--- src/rtl/cpu_pkg.sv ---
// Shared pipeline definitions: forward-select encodings, register-index width,
// and the per-cycle pipeline condition used by the hazard/forward controller.
package cpu_pkg;

  localparam int REG_W = 5;

  localparam logic [1:0] FWD_REGFILE = 2'b00;
  localparam logic [1:0] FWD_MEMWB   = 2'b01;
  localparam logic [1:0] FWD_EXMEM   = 2'b10;

  // What the pipeline does on the coming edge, highest priority last.
  typedef enum logic [1:0] {
    COND_NORMAL = 2'd0,
    COND_HAZARD = 2'd1,
    COND_FLUSH  = 2'd2,
    COND_FREEZE = 2'd3
  } cond_e;

endpackage

--- src/rtl/hazard_fwd_ctrl_fwd_select.sv ---
// Operand-source comparator for one EX operand. Picks the youngest in-flight
// producer of the register: EX/MEM result beats MEM/WB data beats regfile.
module fwd_select #(
  parameter int REG_W = cpu_pkg::REG_W
) (
  input  logic             use_src,
  input  logic [REG_W-1:0] src,
  input  logic             ex_valid,
  input  logic             ex_regwrite,
  input  logic [REG_W-1:0] ex_rd,
  input  logic             mem_valid,
  input  logic             mem_regwrite,
  input  logic [REG_W-1:0] mem_rd,
  output logic [1:0]       sel
);
  import cpu_pkg::*;

  logic ex_hit, mem_hit;

  // x0 is hardwired zero, so a producer targeting it never forwards
  assign ex_hit  = use_src & ex_valid  & ex_regwrite  & (ex_rd  != '0) & (ex_rd  == src);
  assign mem_hit = use_src & mem_valid & mem_regwrite & (mem_rd != '0) & (mem_rd == src);

  // EX match is the newer value and wins over MEM
  always_comb begin
    sel = FWD_REGFILE;
    if (ex_hit)       sel = FWD_EXMEM;
    else if (mem_hit) sel = FWD_MEMWB;
  end

endmodule

--- src/rtl/hazard_fwd_ctrl.sv ---
// Hazard/forward controller for the 5-stage pipeline: shadows destination
// metadata of the instructions in EX and MEM, registers the EX operand
// selects, and raises load-use stall / bubble controls with flush and freeze.
// Only EX and MEM metadata feed any decision; an instruction leaving MEM is
// already visible through the register file, so it is not tracked further.
module hazard_fwd_ctrl #(
  parameter int REG_W = cpu_pkg::REG_W,
  parameter int CNT_W = 32
) (
  input  logic             clk,
  input  logic             rst,
  input  logic             id_valid,
  input  logic [REG_W-1:0] id_rs1,
  input  logic [REG_W-1:0] id_rs2,
  input  logic             id_use_rs1,
  input  logic             id_use_rs2,
  input  logic [REG_W-1:0] id_rd,
  input  logic             id_regwrite,
  input  logic             id_memread,
  input  logic             flush,
  input  logic             mem_busy,
  output logic [1:0]       ForwardA,
  output logic [1:0]       ForwardB,
  output logic             stall_pc,
  output logic             stall_ifid,
  output logic             bubble_ex,
  output logic [CNT_W-1:0] stall_cnt,
  output logic [CNT_W-1:0] fwd_cnt
);
  import cpu_pkg::*;

  localparam int STAGES = 1;          // vld_pipe[0] = EX, vld_pipe[1] = MEM
  localparam int NUM_SRC = 2;         // rs1 -> ForwardA, rs2 -> ForwardB

  logic [STAGES:0]             vld_pipe;
  logic                        ex_valid, mem_valid;
  logic [REG_W-1:0]            ex_rd, mem_rd;
  logic                        ex_regwrite, ex_memread, mem_regwrite;

  logic [NUM_SRC-1:0][REG_W-1:0] src;
  logic [NUM_SRC-1:0]            src_use;
  logic [NUM_SRC-1:0][1:0]       fwd_next;
  logic [1:0]                    fwd_hits;
  logic                          hazard;
  cond_e                         cond;

  assign ex_valid  = vld_pipe[0];
  assign mem_valid = vld_pipe[1];

  assign src     = {id_rs2, id_rs1};
  assign src_use = {id_use_rs2, id_use_rs1};

  for (genvar s = 0; s < NUM_SRC; s++) begin : g_sel
    fwd_select #(.REG_W(REG_W)) u_sel (
      .use_src      (src_use[s]),
      .src          (src[s]),
      .ex_valid     (ex_valid),
      .ex_regwrite  (ex_regwrite),
      .ex_rd        (ex_rd),
      .mem_valid    (mem_valid),
      .mem_regwrite (mem_regwrite),
      .mem_rd       (mem_rd),
      .sel          (fwd_next[s])
    );
  end

  assign fwd_hits = 2'(fwd_next[0] != FWD_REGFILE) + 2'(fwd_next[1] != FWD_REGFILE);

  // Load in EX whose result a source in ID needs: the value only exists after MEM
  assign hazard = id_valid & ex_valid & ex_memread & (ex_rd != '0) &
                  ((id_use_rs1 & (id_rs1 == ex_rd)) | (id_use_rs2 & (id_rs2 == ex_rd)));

  // Resolve the cycle's condition: freeze > flush > load-use hazard > advance
  always_comb begin
    cond = COND_NORMAL;
    if (mem_busy)    cond = COND_FREEZE;
    else if (flush)  cond = COND_FLUSH;
    else if (hazard) cond = COND_HAZARD;
  end

  // Front-end controls, same-cycle; reset forces them quiet
  always_comb begin
    stall_pc   = 1'b0;
    stall_ifid = 1'b0;
    bubble_ex  = 1'b0;
    if (!rst) begin
      unique case (cond)
        COND_FREEZE: begin stall_pc = 1'b1; stall_ifid = 1'b1; end
        COND_FLUSH:  bubble_ex = 1'b1;
        COND_HAZARD: begin stall_pc = 1'b1; stall_ifid = 1'b1; bubble_ex = 1'b1; end
        default: ;
      endcase
    end
  end

  // Stage shadow registers, registered forward selects and event counters
  always_ff @(posedge clk) begin
    if (rst) begin
      vld_pipe     <= '0;
      ex_rd        <= '0;
      ex_regwrite  <= 1'b0;
      ex_memread   <= 1'b0;
      mem_rd       <= '0;
      mem_regwrite <= 1'b0;
      ForwardA     <= FWD_REGFILE;
      ForwardB     <= FWD_REGFILE;
      stall_cnt    <= '0;
      fwd_cnt      <= '0;
    end else if (cond != COND_FREEZE) begin
      // MEM always takes whatever sat in EX, bubble or not
      mem_rd       <= ex_rd;
      mem_regwrite <= ex_regwrite;
      if (cond == COND_NORMAL) begin
        vld_pipe    <= {vld_pipe[STAGES-1:0], id_valid};
        ex_rd       <= id_rd;
        ex_regwrite <= id_regwrite;
        ex_memread  <= id_memread;
        ForwardA    <= fwd_next[0];
        ForwardB    <= fwd_next[1];
        fwd_cnt     <= fwd_cnt + CNT_W'(fwd_hits);
      end else begin
        // flush or load-use: EX receives a bubble
        vld_pipe    <= {vld_pipe[STAGES-1:0], 1'b0};
        ex_rd       <= '0;
        ex_regwrite <= 1'b0;
        ex_memread  <= 1'b0;
        ForwardA    <= FWD_REGFILE;
        ForwardB    <= FWD_REGFILE;
        if (cond == COND_HAZARD) stall_cnt <= stall_cnt + CNT_W'(1);
      end
    end
  end

endmodule

--- config.mk ---
export PLATFORM = sky130hd
export DESIGN_NAME = hazard_fwd_ctrl
export DESIGN_NICKNAME = d
export VERILOG_FILES = /design/src/rtl/cpu_pkg.sv /design/src/rtl/hazard_fwd_ctrl_fwd_select.sv /design/src/rtl/hazard_fwd_ctrl.sv
export SDC_FILE = /design/constraint.sdc
export NUM_CORES = 1
export LEC_CHECK = 0
export ABC_AREA = 1
export BUFFER_PORTS_ARGS = -buffer_cell sky130_fd_sc_hd__buf_4
export CELL_PAD_IN_SITES_DETAIL_PLACEMENT = 0
export CELL_PAD_IN_SITES_GLOBAL_PLACEMENT = 1
export CORE_AREA = 2 2 98 124
export CTS_CLUSTER_DIAMETER = 100
export DETAILED_ROUTE_END_ITERATION = 10
export DIE_AREA = 0 0 100 126
export MAX_ROUTING_LAYER = met4
export PLACE_DENSITY_LB_ADDON = 0.1
export SYNTH_ARGS = -nofsm -noshare
export SYNTH_HDL_FRONTEND = slang
export SYNTH_SLANG_ARGS = --single-unit
--- constraint.sdc ---
create_clock -name clk -period 3.7 [get_ports clk]
set_input_delay 0.185 -clock clk [delete_from_list [all_inputs] [get_ports clk]]
set_output_delay 0.185 -clock clk [all_outputs]
set_load 0.01 [all_outputs]
==> impl_metrics.toml <==
[status]
status = "finished, final reports clean"

[worst_setup_path]
cp.required_ps = 3970
critPathLaunchType = "register"
crit_chain = "nand2_1, nand2_1, nor2_1, nand3_1, nand2_1, a21oi_1, inv_1, ha_1, nor2_2, nand3_1, nor2_1, nor2_1, nor2_1"
crit_fanout = 26
critPathLaunch = "ex_rd[1]"
slowest_stage = "nor2_2"
critPathKind = "register to register"
slowest_delay_ps = 600
r2r-start = "ex_rd[1]"
crit_path_end_kind = "register"
cpMostUsedCell = "nor2_1"
rr_worst_depth = 13
cp.depth = 13
path_delay_family = "simple AND/OR/NAND/NOR gates"
path_buf_inv = 1
worstPathArrival_ps = 3310

[placement]
pre_cts_slack_ps = 372
place_congestion = 0.887
port_buffers = 94
dpl.hpwl_um = 10200
placed_cells = 945

[clocking]
clkLatencyLatePin_ps = 340
numCtsBuffers = 9
cts_root_buf = "clkbuf_16"
cts_tree = "yes"
cts_setup_buffers = 0
clock_path_buffers = 2
h-tree-depth = 3
clock_sinks = 83
path_clk_slew_ps = 60

[routing]
wl_um = 13300
vias_per_cell = 4.94
wl_per_cell_um = 13.9
dr.pass1.iters = 4
ant_nets = 0
drtIter0Drc = 158
dr_total_vias = 4738
drc_errors = 0

[synth]
syn_inst = 728
synth_top_area_share = 0.360
seq_area_frac_synth = 0.360
netlist_top_cells_area = "dfxtp_1, nand2_1, nor2_1"
synth-seq-cells = 83
synth_cell_type_count = 36
synth.net_count = 759
synth_warnings = 0
synth_edf_count = 0
synth_top_area_cell = "dfxtp_1"
synthArstFlopShare = 0
netlist_area_um2 = 4610
synth_area_per_cell_um2 = 6.33
synthFlopType = "dfxtp_1"

[floorplanning]
fp.dieH_um = 126
fp-row-count = 44
io_pins = 95
die_w_um = 100
coreArea_um2 = 11500
die_area_um2 = 12600
initial_core_util = 0.403

[power_and_ir_drop]
leakagePower_nw = 2.54
peakVddDrop_uv = 253
powerDensity_nw_per_um2 = 350
p_total_mw = 2.01

[worst_hold_path]
hold_class = "input pin to register"
holdPathStages = 3
min_from = "id_memread"

[grt]
grt_first_pass_wirelength_um = 22400
overflow = 0
antenna_found_initial = 0
grt_pass1_vias = 4603
grtUsageTotal = 0.228
use_met2 = 0.387
grt_use_met3 = 0.0361
grt_start_max_net_pins = 40
grt_use_met1 = 0.276
grt_busiest_layer = "met2"

[job]
cap_viol_max_count = 0

[layout]
drive_gt1_frac = 0.156
antennaDiodeCount = 0
area_growth_pct = 24.5
fin_nets = 849
fin_cells = 960

[sta]
setup_violations = 0
fin_ws_ps = 665
hold_viol_final = 0
fin_crit_ps = 3040
period_share = 0.820
drv_slew = 0
rsz0062_at_grt = "no"
clock.fmax_mhz = 329
finalSetupTns_ps = 0
clock_skew_ps = 8.51
max_slew.worst_pin.slew_ps = 898
maxSlewHeadroom = 0.401
cells in the final DEF, fill, tap and decap left out, types with 7 or more instances in the layout:
cell type,Yosys,layout
nand2_1,185,185
nor2_1,136,135
inv_1,96,95
buf_4,2,95
dfxtp_1,83,83
a21oi_1,47,47
nand3_1,41,41
o21ai_0,27,27
nor3_1,20,20
nand4_1,19,19
xnor2_1,9,9
clkbuf_16,0,9
nor2_2,6,7
xor2_1,7,7
flip-flops by register name (all words and copies together) (netlist names):
register,flops
ex_rd,5
stall_cnt,32
vld_pipe,2
ForwardB,2
ForwardA,2
ex_regwrite,1
mem_rd,5
ex_memread,1
fwd_cnt,32
mem_regwrite,1
report_power, final:
group | total (mW) | switching (mW) | leakage, nW | internal, mW
Clock | 0.975 | 0.369 | 0.148 | 0.607
Sequential | 0.909 | 0.00803 | 0.670 | 0.901
Combinational | 0.123 | 0.0752 | 1.72 | 0.0482
Total | 2.01 | 0.452 | 2.54 | 1.56
worst register-to-register path: stages, from the launching register on:
cell and delay [ps]:
dfxtp_1 440, nand2_1 80, nand2_1 60, nor2_1 40, nand3_1 100, nand2_1 60, a21oi_1 340, inv_1 120
ha_1 530, nor2_2 610, nand3_1 210, nor2_1 240, nor2_1 70, nor2_1 80
per-stage QoR:
stage               area, um2  utilization  hold WS (ps)
finish                   5740        0.501           113
global route             5740        0.501           117
CTS                      5740        0.501          98.4
detailed placement       5420        0.473           452
global placement         5420        0.473           446
floorplan                4610            -           330
synth_stat cells (2+ instances only):
library cell / number
a21oi_1: 47
a31oi_1: 3
and3_1: 2
buf_1: 3
buf_4: 2
clkbuf_1: 9
dfxtp_1: 83
ha_1: 6
inv_1: 96
nand2_1: 185
nand2_2: 3
nand3_1: 41
nand4_1: 19
nor2_1: 136
nor2_2: 6
nor2_4: 3
nor3_1: 20
nor3b_1: 3
nor4_1: 2
o21a_1: 3
o21ai_0: 27
xnor2_1: 9
xor2_1: 7
layer usage:
layer,wire length (um),vias up
met3,503,16
met2,6690,102
met5,0,-
li1,-,2480
met4,281,0
met1,5840,2140
cells by family after synthesis:
group / after synthesis / share of synthesized area
simple gates: 425 / 0.398
buf+inv: 114 / 0.0969
compound gates: 83 / 0.0936
flops: 83 / 0.360
xor+xnor: 16 / 0.0304
fa+ha+maj: 7 / 0.0206
what timing repair did:
item	4_1_cts	5_1_grt
hold buffers	0	0
endpoints found under the setup margin	0	1
gates resized for setup	0	1
cell type report:
| class | count | area, um2 |
|---|---|---|
| Timing Repair Buffer | 95 | 713 |
| Sequential cell | 83 | 1660 |
| Clock buffer | 11 | 243 |
| Inverter | 98 | 370 |
| Clock inverter | 4 | 75.1 |
| Tap cell | 138 | 173 |
| Fill cell | 1241 | 5710 |
| Multi-Input combinational cell | 531 | 2500 |
path summary, 6_finish.rpt:
check | end | slack [ps]
max | ForwardB[0] | 660
min | ex_memread | 110
max reg2reg | ForwardB[0] | 660
min reg2reg | ForwardB[1] | 460
(Power assumes the default switching activity.)
